[src/rtl/memshare_regfile_loader_pkg.sv]
// Shared memShare regfile geometry defaults and the loader FSM state encoding.
// Imported by the loader so the control wrapper and loader agree on page layout.
package memshare_regfile_loader_pkg;

    localparam int DEFAULT_TYPE0_ADDR_BITWIDTH = 6;
    localparam int DEFAULT_TYPE0_REG_BITWIDTH  = 7;
    localparam int DEFAULT_TYPE0_PAGE_NUM      = 64;
    localparam int DEFAULT_LEN_BITWIDTH        = 7;
    localparam int DEFAULT_DELTA_RST_CYCLE     = 2;

    typedef enum logic [1:0] {
        ST_IDLE  = 2'd0,
        ST_LOAD  = 2'd1,
        ST_FLUSH = 2'd2,
        ST_DONE  = 2'd3
    } loader_state_e;

endpackage

[src/rtl/memshare_regfile_loader.sv]
// Streams a burst of L1PA shift-pattern pages into the type-0 regfile write port,
// then holds the shift-delta pipeline in reset so no stale delta survives the reload.
module memshare_regfile_loader
    import memshare_regfile_loader_pkg::*;
#(
    parameter int TYPE0_ADDR_BITWIDTH = DEFAULT_TYPE0_ADDR_BITWIDTH,
    parameter int TYPE0_REG_BITWIDTH  = DEFAULT_TYPE0_REG_BITWIDTH,
    parameter int TYPE0_PAGE_NUM      = DEFAULT_TYPE0_PAGE_NUM,
    parameter int LEN_BITWIDTH        = DEFAULT_LEN_BITWIDTH,
    parameter int DELTA_RST_CYCLE     = DEFAULT_DELTA_RST_CYCLE
) (
    input  logic                           sys_clk,
    input  logic                           rstn,
    input  logic                           start_i,
    input  logic [TYPE0_ADDR_BITWIDTH-1:0] base_addr_i,
    input  logic [LEN_BITWIDTH-1:0]        len_i,
    input  logic [TYPE0_REG_BITWIDTH-1:0]  cfg_data_i,
    input  logic                           cfg_valid_i,
    output logic                           cfg_ready_o,
    output logic [TYPE0_ADDR_BITWIDTH-1:0] regType0_waddr_o,
    output logic [TYPE0_REG_BITWIDTH-1:0]  regType0_wdata_o,
    output logic                           regType0_we_o,
    output logic                           deltaPipe_rstn_o,
    output logic                           busy_o,
    output logic                           done_o,
    output logic                           err_o
);

    // The flush counter runs DELTA_RST_CYCLE-1 down to 0, one FLUSH cycle per count.
    localparam int CNT_W = (DELTA_RST_CYCLE > 1) ? $clog2(DELTA_RST_CYCLE) : 1;
    localparam logic [CNT_W-1:0]               FLUSH_LOAD = CNT_W'(DELTA_RST_CYCLE - 1);
    localparam logic [TYPE0_ADDR_BITWIDTH-1:0] LAST_PAGE  = TYPE0_ADDR_BITWIDTH'(TYPE0_PAGE_NUM - 1);
    localparam logic [LEN_BITWIDTH-1:0]        MAX_LEN    = LEN_BITWIDTH'(TYPE0_PAGE_NUM);
    localparam logic [LEN_BITWIDTH-1:0]        LEN_ONE    = LEN_BITWIDTH'(1);

    loader_state_e                    state_q, state_d;
    logic [TYPE0_ADDR_BITWIDTH-1:0]   addr_q, addr_d;
    logic [LEN_BITWIDTH-1:0]          remaining_q, remaining_d;
    logic [CNT_W-1:0]                 flush_cnt_q, flush_cnt_d;
    logic                             bad_len_q, bad_len_d;

    logic                             cfg_ready_q, cfg_ready_d;
    logic [TYPE0_ADDR_BITWIDTH-1:0]   waddr_q, waddr_d;
    logic [TYPE0_REG_BITWIDTH-1:0]    wdata_q, wdata_d;
    logic                             we_q, we_d;
    logic                             delta_rstn_q, delta_rstn_d;
    logic                             busy_q, busy_d;
    logic                             done_q, done_d;
    logic                             err_q, err_d;

    logic                             beat_acc;
    logic                             len_legal;
    logic [TYPE0_ADDR_BITWIDTH-1:0]   addr_next;

    assign beat_acc  = cfg_valid_i & cfg_ready_q;
    assign len_legal = (len_i != '0) && (len_i <= MAX_LEN);
    // Wrap by compare so non-power-of-two page counts stay inside the regfile.
    assign addr_next = (addr_q == LAST_PAGE) ? '0 : addr_q + TYPE0_ADDR_BITWIDTH'(1);

    always_comb begin
        state_d     = state_q;
        addr_d      = addr_q;
        remaining_d = remaining_q;
        flush_cnt_d = flush_cnt_q;
        bad_len_d   = bad_len_q;
        waddr_d     = waddr_q;
        wdata_d     = wdata_q;
        we_d        = 1'b0;
        err_d       = err_q;

        unique case (state_q)
            ST_IDLE: begin
                if (start_i) begin
                    if (len_legal) begin
                        addr_d      = base_addr_i;
                        remaining_d = len_i;
                        bad_len_d   = 1'b0;
                        err_d       = 1'b0;
                        state_d     = ST_LOAD;
                    end else begin
                        bad_len_d   = 1'b1;
                        state_d     = ST_DONE;
                    end
                end
            end
            ST_LOAD: begin
                if (beat_acc) begin
                    we_d        = 1'b1;
                    waddr_d     = addr_q;
                    wdata_d     = cfg_data_i;
                    addr_d      = addr_next;
                    remaining_d = remaining_q - LEN_ONE;
                    if (remaining_q == LEN_ONE) begin
                        flush_cnt_d = FLUSH_LOAD;
                        state_d     = ST_FLUSH;
                    end
                end
            end
            ST_FLUSH: begin
                if (flush_cnt_q == '0) begin
                    state_d = ST_DONE;
                end else begin
                    flush_cnt_d = flush_cnt_q - CNT_W'(1);
                end
            end
            ST_DONE: begin
                if (bad_len_q) begin
                    err_d = 1'b1;
                end
                state_d = ST_IDLE;
            end
            default: state_d = ST_IDLE;
        endcase

        // Ready/busy lead with the next state; flush/done/err trail the state by one
        // cycle, so the last write lands before the delta pipe is pulled low.
        cfg_ready_d  = (state_d == ST_LOAD);
        busy_d       = (state_d != ST_IDLE) || (state_q == ST_DONE);
        delta_rstn_d = (state_q != ST_FLUSH);
        done_d       = (state_q == ST_DONE);
    end

    always_ff @(posedge sys_clk or negedge rstn) begin
        if (!rstn) begin
            state_q      <= ST_IDLE;
            addr_q       <= '0;
            remaining_q  <= '0;
            flush_cnt_q  <= '0;
            bad_len_q    <= 1'b0;
            cfg_ready_q  <= 1'b0;
            waddr_q      <= '0;
            wdata_q      <= '0;
            we_q         <= 1'b0;
            delta_rstn_q <= 1'b1;
            busy_q       <= 1'b0;
            done_q       <= 1'b0;
            err_q        <= 1'b0;
        end else begin
            state_q      <= state_d;
            addr_q       <= addr_d;
            remaining_q  <= remaining_d;
            flush_cnt_q  <= flush_cnt_d;
            bad_len_q    <= bad_len_d;
            cfg_ready_q  <= cfg_ready_d;
            waddr_q      <= waddr_d;
            wdata_q      <= wdata_d;
            we_q         <= we_d;
            delta_rstn_q <= delta_rstn_d;
            busy_q       <= busy_d;
            done_q       <= done_d;
            err_q        <= err_d;
        end
    end

    assign cfg_ready_o      = cfg_ready_q;
    assign regType0_waddr_o = waddr_q;
    assign regType0_wdata_o = wdata_q;
    assign regType0_we_o    = we_q;
    assign deltaPipe_rstn_o = delta_rstn_q;
    assign busy_o           = busy_q;
    assign done_o           = done_q;
    assign err_o            = err_q;

endmodule

[config.mk]
export PLATFORM = sky130hd
export DESIGN_NAME = memshare_regfile_loader
export DESIGN_NICKNAME = d
export VERILOG_FILES = /design/src/rtl/memshare_regfile_loader_pkg.sv /design/src/rtl/memshare_regfile_loader.sv
export SDC_FILE = /design/constraint.sdc
export NUM_CORES = 1
export LEC_CHECK = 0
export BUFFER_PORTS_ARGS = -buffer_cell sky130_fd_sc_hd__buf_2
export CAP_MARGIN = 30
export CORE_UTILIZATION = 45
export DETAILED_ROUTE_END_ITERATION = 10
export PLACE_DENSITY = 0.69
export SLEW_MARGIN = 20
export SYNTH_ARGS = -nofsm -noshare
export SYNTH_HDL_FRONTEND = slang
export SYNTH_SLANG_ARGS = --single-unit
[constraint.sdc]
create_clock -name sys_clk -period 2.4 [get_ports sys_clk]
set_input_delay 0.12 -clock sys_clk [delete_from_list [all_inputs] [get_ports sys_clk]]
set_output_delay 0.12 -clock sys_clk [all_outputs]
set_load 0.03 [all_outputs]
==> results.py, run 1 <==
metrics = {
    "logic_synthesis": {
        "synth.cell_area_um2": 1800,
        "synthAdderAreaFrac": 0.0208,
        "synth-edff-count": 0,
        "yosysWarnings": 0,
        "synth_compound_area_frac": 0.158,
        "synthMuxAreaShare": 0.0229,
        "synth_nets": 221,
        "ys_seq_area_frac": 0.501,
        "synthXorXnorAreaFrac": 0,
        "synthFlopType": "dfrtp_1",
        "synth-simple-area-share": 0.260,
        "avgSynthCellArea_um2": 9.28,
        "async_flop_share": 1.00,
        "synth_top_family_by_area": "simple AND/OR/NAND/NOR gates",
        "synth_cells": 194,
        "yosysUniqueCellTypes": 44,
        "ys_seq_elements": 36,
    },
    "place": {
        "place_ws_ns": 0.424,
        "dpl.hpwl_mm": 2.70,
        "gp_congestion": 0.800,
        "io_buffers": 42,
    },
    "setup_path": {
        "cp.required_ns": 2.57,
        "cpPeakStageDelay_ns": 0.53,
        "crit_type": "reg2reg",
        "cp_cell_sequence": "or4b_1, a21o_1, and3_4, o32a_1",
        "crit_fanout": 13,
        "arrival_ns": 2.16,
        "start_kind": "flop",
        "end_kind": "flop",
        "cpMaxStageDelayCell": "or4b_1",
    },
    "die": {
        "die_area_um2": 4260,
        "rows": 22,
        "die_w_um": 65.3,
        "core_area_um2": 3740,
        "io_pins": 43,
        "die_y_um": 65.3,
        "initial_core_util": 0.481,
    },
    "flow_run": {
        "maxCapViolCount": 0,
    },
    "cts": {
        "cts_buffer_depth": 2,
        "cts_tree": "yes",
        "postCtsResizedCells": 0,
        "clk_pin_slew_ns": 0.07,
        "clockRootBuffer": "clkbuf_8",
        "cts_sinks": 36,
        "cts_made_buffers": 5,
        "cts-htree-levels": 2,
        "worstSkewPairLatency_ns": 0.28,
        "post_cts_buffers": 0,
    },
    "power_and_ir_drop": {
        "vdd_ir_drop_max_v": 0.000654,
        "p_sw_mw": 1.27,
        "p_clk_frac": 0.176,
        "p_comb_frac": 0.446,
        "powerDensity_nw_per_um2": 1360,
        "p_leak_nw": 1.07,
        "swShare": 0.433,
        "p_int_mw": 1.66,
        "power_mw": 2.94,
        "seqPwrFrac": 0.379,
    },
    "sta": {
        "clock.fmax_ghz": 0.502,
        "fin_crit_sh": 0.831,
        "fin_tns_setup_ns": 0,
        "worstMarginPinSlew_ns": 0.791,
        "setup_viol": 0,
        "drv_slew": 0,
        "hold_viol": 0,
        "fin_worst_skew_ns": 0.00161,
        "setup_slack_ns": 0.407,
        "rsz0062_at_grt": "no",
        "fin_crit_ns": 1.99,
        "max-slew-margin-rel": 0.473,
    },
    "detailed_routing": {
        "finalWirelength_mm": 3.86,
        "top_layer": "met4",
        "drc": 0,
        "wl_met3_um": 174,
        "met2WireLength_mm": 1.78,
        "wl_met1_mm": 1.82,
        "vias": 1544,
        "viasPerCell": 5.40,
        "ant_nets": 0,
        "wl_per_cell_um": 13.5,
        "drtIter0Drc": 95,
        "firstDrtPassIters": 4,
    },
    "cells_and_area": {
        "syn_to_final_growth_pct": 20.1,
        "final_common_cell": "nand2_1",
        "nets": 264,
        "antenna_cells": 0,
        "drive_gt1_frac": 0.244,
        "layout_common_cells": "nand2_1 (50), buf_2 (42), dfrtp_1 (35)",
    },
    "run_status": {
        "status": "completed",
    },
    "global_route": {
        "grt_max_degree": 37,
        "antenna_found_initial": 0,
        "grt_pass1_vias": 1436,
        "grt_pass1_wl_mm": 6.60,
        "gr-total-overflow": 0,
        "gr-usage-all-layers": 0.206,
    },
    "hold_path": {
        "min_path_type": "in2reg",
    },
}
## layer usage
metal | up-vias | global-route usage
met5 | - | 0
met4 | 0 | 0.0978
met3 | 7 | 0.0469
met2 | 48 | 0.317
met1 | 717 | 0.272
li1 | 772 | -
## cells by family after synthesis
group / Yosys count
mux: 4
buf+inv: 15
simple gates: 96
compound gates: 40
fa+ha+maj: 3
flops: 36
## layout make-up
class	instances	area, um^2
Fill cell	356	1580
Sequential cell	36	902
Multi-Input combinational cell	143	831
Timing Repair Buffer	46	243
Clock buffer	6	72.6
Tap cell	48	60.1
Clock inverter	2	35.0
Inverter	5	18.8
## timing repair
action	4_1_cts	5_1_grt
setup endpoints to repair	0	0
hold buffers	1	0
hold endpoints to repair	35	0
## worst max-delay path, delay by kind of cell (launching register included)
family	cells	cell delay, ns
flops	1	0.49
simple gates	2	0.79
compound gates	2	0.59
## power by group through the flow
| stage | clock network (mW) | logic (mW) | registers [mW] |
|---|---|---|---|
| finish | 0.516 | 1.31 | 1.11 |
| global placement | 0 | 1.30 | 1.11 |
| floorplan | 0 | 0.767 | 1.32 |
| detailed placement | 0 | 1.32 | 1.12 |
| global route | 0.560 | 1.47 | 1.15 |
| CTS | 0.530 | 1.32 | 1.11 |
## stage by stage
stage                     utilization  instance area, um^2  hold WS (ns)  cells
final                           0.578                 2160        0.0238    286
after global routing            0.578                 2160        0.0136    286
after CTS                       0.578                 2160        0.0161    286
after detailed placement        0.546                 2040         0.250    277
after global placement          0.546                 2040         0.249    277
after floorplan                     -                 1800        -0.176    194
## flip-flops by register name (all words and copies together) (netlist names)
signal and count:
regType0_wdata_o 7, remaining_q 7, addr_q 6, regType0_waddr_o 6, state_q 2, bad_len_q 1, busy_o 1, cfg_ready_o 1
deltaPipe_rstn_o 1, done_o 1, err_o 1, flush_cnt_q 1, regType0_we_o 1
## synthesized netlist by cell type, types with 3 or more instances
cell	number	area share
nand2_1	50	0.10
dfrtp_1	35	0.49
a21oi_1	11	0.031
nor2_1	11	0.023
clkbuf_1	6	0.013
nand3_1	6	0.017
a31oi_1	5	0.017
inv_1	5	0.010
o21ai_0	4	0.011
a22oi_1	3	0.013
buf_2	3	0.0083
ha_1	3	0.021
mux2i_1	3	0.017
nand4_1	3	0.010
nor3_1	3	0.0083
o221ai_1	3	0.015
o221ai_2	3	0.025
or3_1	3	0.010
## worst paths after layout
check	start	endpoint	slack (ns)	cells after the start
max in group asynchronous	rstn	remaining_q[4]	1.45	2
setup / recovery	state_q[1]	addr_q[4]	0.41	4
hold / removal	cfg_data_i[6]	regType0_wdata_o[6]	0.02	3
min in group asynchronous	rstn	regType0_wdata_o[1]	0.46	2
setup reg to reg	state_q[1]	addr_q[4]	0.41	4
hold reg to reg	regType0_waddr_o[5]	regType0_waddr_o[5]	0.47	2
No activity file was read; power rests on OpenSTA's default activity.
==> inputs of run 2 (changes only) <==
--- a/config.mk
+++ b/config.mk
@@ -5,11 +5,12 @@
 export SDC_FILE = /design/constraint.sdc
 export NUM_CORES = 1
 export LEC_CHECK = 0
+export ABC_AREA = 1
 export BUFFER_PORTS_ARGS = -buffer_cell sky130_fd_sc_hd__buf_2
 export CAP_MARGIN = 30
 export CORE_UTILIZATION = 45
 export DETAILED_ROUTE_END_ITERATION = 10
-export PLACE_DENSITY = 0.69
+export PLACE_DENSITY = 0.68
 export SLEW_MARGIN = 20
 export SYNTH_ARGS = -nofsm -noshare
 export SYNTH_HDL_FRONTEND = slang
==> constraint.sdc (replaced) <==
create_clock -name sys_clk -period 1.9 [get_ports sys_clk]
set_input_delay 0.095 -clock sys_clk [delete_from_list [all_inputs] [get_ports sys_clk]]
set_output_delay 0.095 -clock sys_clk [all_outputs]
set_load 0.03 [all_outputs]
==> run 2 against run 1 <==
Against the previous run: maximum frequency grew 31%; global-route usage shrank 0.96 points; clock skew rose by 0.0080 ns; critical path type unchanged; critical endpoint is now cfg_ready_o; largest power group unchanged.
==> results.py, run 2 <==
metrics = {
    "run_status": {
        "status": "completed",
    },
    "hold_path": {
        "min_path_type": "in2reg",
        "whs_path_depth": 3,
        "min-delay-start": "cfg_data_i[4]",
        "worstHoldEndpoint": "regType0_wdata_o[4]",
    },
    "die": {
        "initial_core_util": 0.470,
        "core_area_um2": 4000,
        "rows": 23,
        "die_y_um": 66.7,
        "die_area_um2": 4440,
        "io_pins": 43,
        "die_w_um": 66.7,
    },
    "sta": {
        "setup_viol": 0,
        "max-slew-margin-rel": 0.456,
        "hold_viol": 0,
        "fin_crit_sh": 0.799,
        "fin_tns_setup_ns": 0,
        "worstMarginPinSlew_ns": 0.816,
        "fin_worst_skew_ns": 0.00960,
        "drv_slew": 0,
        "rsz0062_at_grt": "no",
        "fin_crit_ns": 1.52,
        "clock.fmax_ghz": 0.658,
        "setup_slack_ns": 0.381,
    },
    "global_route": {
        "grt_pass1_vias": 1500,
        "met1_usage": 0.248,
        "grt_use_met3": 0.0531,
        "busiest_layer": "met2",
        "gr-usage-all-layers": 0.196,
        "antenna_found_initial": 0,
        "grt_pass1_wl_mm": 6.57,
        "grt_max_degree": 37,
        "use_met2": 0.330,
        "gr-total-overflow": 0,
    },
    "setup_path": {
        "cpPeakStageDelay_ns": 0.40,
        "crit_fanout": 33,
        "r2r_cells": 8,
        "cp.required_ns": 2.06,
        "cpMaxStageDelayCell": "dfrtp_1",
        "path_common_cell": "nor2_1",
        "arrival_ns": 1.68,
        "ff2ff_setup_slack_ns": 0.38,
        "cp_cell_sequence": "inv_1, nand2_2, inv_2, nand2_4, nor2_1, nor2_1, nand2_1, nor2_1",
        "end_kind": "flop",
        "start_kind": "flop",
        "worstSetupStartpoint": "state_q[1]",
        "crit_type": "reg2reg",
        "r2r_end": "cfg_ready_o",
        "timing.rr.start": "state_q[1]",
    },
    "logic_synthesis": {
        "synthFlopType": "dfrtp_1",
        "avgSynthCellArea_um2": 7.44,
        "synth-edff-count": 0,
        "yosysWarnings": 0,
        "synth_area_leaders": "dfrtp_1 (47%), nand2_1 (22%), nand3_1 (6.9%)",
        "synth.cell_area_um2": 1880,
        "yosysUniqueCellTypes": 25,
        "ys_seq_elements": 36,
        "synth_nets": 280,
        "synth_cells": 253,
        "async_flop_share": 1.00,
        "ys_seq_area_frac": 0.479,
        "synthTopCellsByCount": "nand2_1 (109), dfrtp_1 (35), nand3_1 (26), inv_1 (22), nor2_1 (19)",
        "synth_top_area_frac": 0.465,
        "synth_top_area_cell": "dfrtp_1",
        "yosysMostFrequentCell": "nand2_1",
    },
    "cells_and_area": {
        "drive_gt1_frac": 0.209,
        "syn_to_final_growth_pct": 17.7,
        "nets": 324,
        "antenna_cells": 0,
        "layout_common_cells": "nand2_1 (109), buf_2 (42), dfrtp_1 (35)",
        "final_common_cell": "nand2_1",
    },
    "cts": {
        "cts-htree-levels": 2,
        "post_cts_buffers": 0,
        "worstSkewPairLatency_ns": 0.28,
        "cts_tree": "yes",
        "cts_made_buffers": 5,
        "cts_buffer_depth": 2,
        "postCtsResizedCells": 0,
        "cts_sinks": 36,
        "clk_pin_slew_ns": 0.07,
        "cts_hold_buf": 1,
        "clockRootBuffer": "clkbuf_8",
    },
    "power_and_ir_drop": {
        "p_leak_nw": 1.26,
        "power_mw": 3.80,
        "vdd_ir_drop_max_v": 0.000820,
        "powerDensity_nw_per_um2": 1710,
    },
    "detailed_routing": {
        "finalWirelength_mm": 4.03,
        "drtIter0Drc": 105,
        "vias": 1683,
        "wl_per_cell_um": 11.6,
        "viasPerCell": 4.85,
        "drc": 0,
        "ant_nets": 0,
        "firstDrtPassIters": 4,
    },
    "place": {
        "place_ws_ns": 0.382,
        "io_buffers": 42,
        "gp_congestion": 0.839,
        "dpl.hpwl_mm": 2.84,
    },
    "flow_run": {
        "maxCapViolCount": 0,
    },
}
[run 2: area by class of cell]
class,count,area (um^2)
repair buffers,44,228
well taps,50,62.6
flip-flops and latches,36,902
multi-input cells,185,832
inverters,25,93.8
clock buffers,7,96.3
fillers,408,1790
[run 2: how the worst max path moves through the flow]
stage                                 to  slack, ns  cells past startpoint
after CTS                    cfg_ready_o       0.37                      8
after detailed placement     cfg_ready_o       0.38                      8
final                        cfg_ready_o       0.38                      8
after floorplan           remaining_q[2]       0.72                      8
after global routing         cfg_ready_o       0.24                      8
after global placement       cfg_ready_o       0.42                      8
[run 2: worst max-delay path: cells and delay by family (launching register included)]
kind	cells	cell delay, ns
flip-flops	1	0.40
AND/OR/NAND/NOR	6	0.71
buffers and inverters	2	0.29
[run 2: per-stage QoR]
| stage | instance area (um^2) | util | cells | hold WS (ns) |
|---|---|---|---|---|
| after global placement | 2110 | 0.527 | 339 | 0.240 |
| after CTS | 2210 | 0.554 | 347 | 0.0158 |
| after floorplan | 1880 | - | 253 | -0.201 |
| after detailed placement | 2110 | 0.527 | 339 | 0.232 |
| final | 2210 | 0.554 | 347 | 0.0177 |
| after global routing | 2210 | 0.554 | 347 | 0.0312 |
[run 2: per-layer routing]
metal  vias up  share of wire
li1        868              -
met1       781           0.48
met2        30           0.48
met3         4          0.037
met4         0         0.0077
met5         -              0
[run 2: cells by family (layout without fill, tap and decap cells)]
group	after synthesis	after routing	synth area share
AOI/OAI and AO/OA	12	12	0.0332
buffers and inverters	32	76	0.0785
DFF	36	36	0.479
and+or+nand+nor	169	169	0.384
xor gates and xnor gates	1	1	0.00466
adders and majority gates	3	3	0.0199
[run 2: where the power goes]
| part | internal [mW] | total (mW) | switching (mW) |
|---|---|---|---|
| Sequential | 1.10 | 1.36 | 0.261 |
| Clock | 0.323 | 0.587 | 0.264 |
| Combinational | 0.594 | 1.85 | 1.25 |
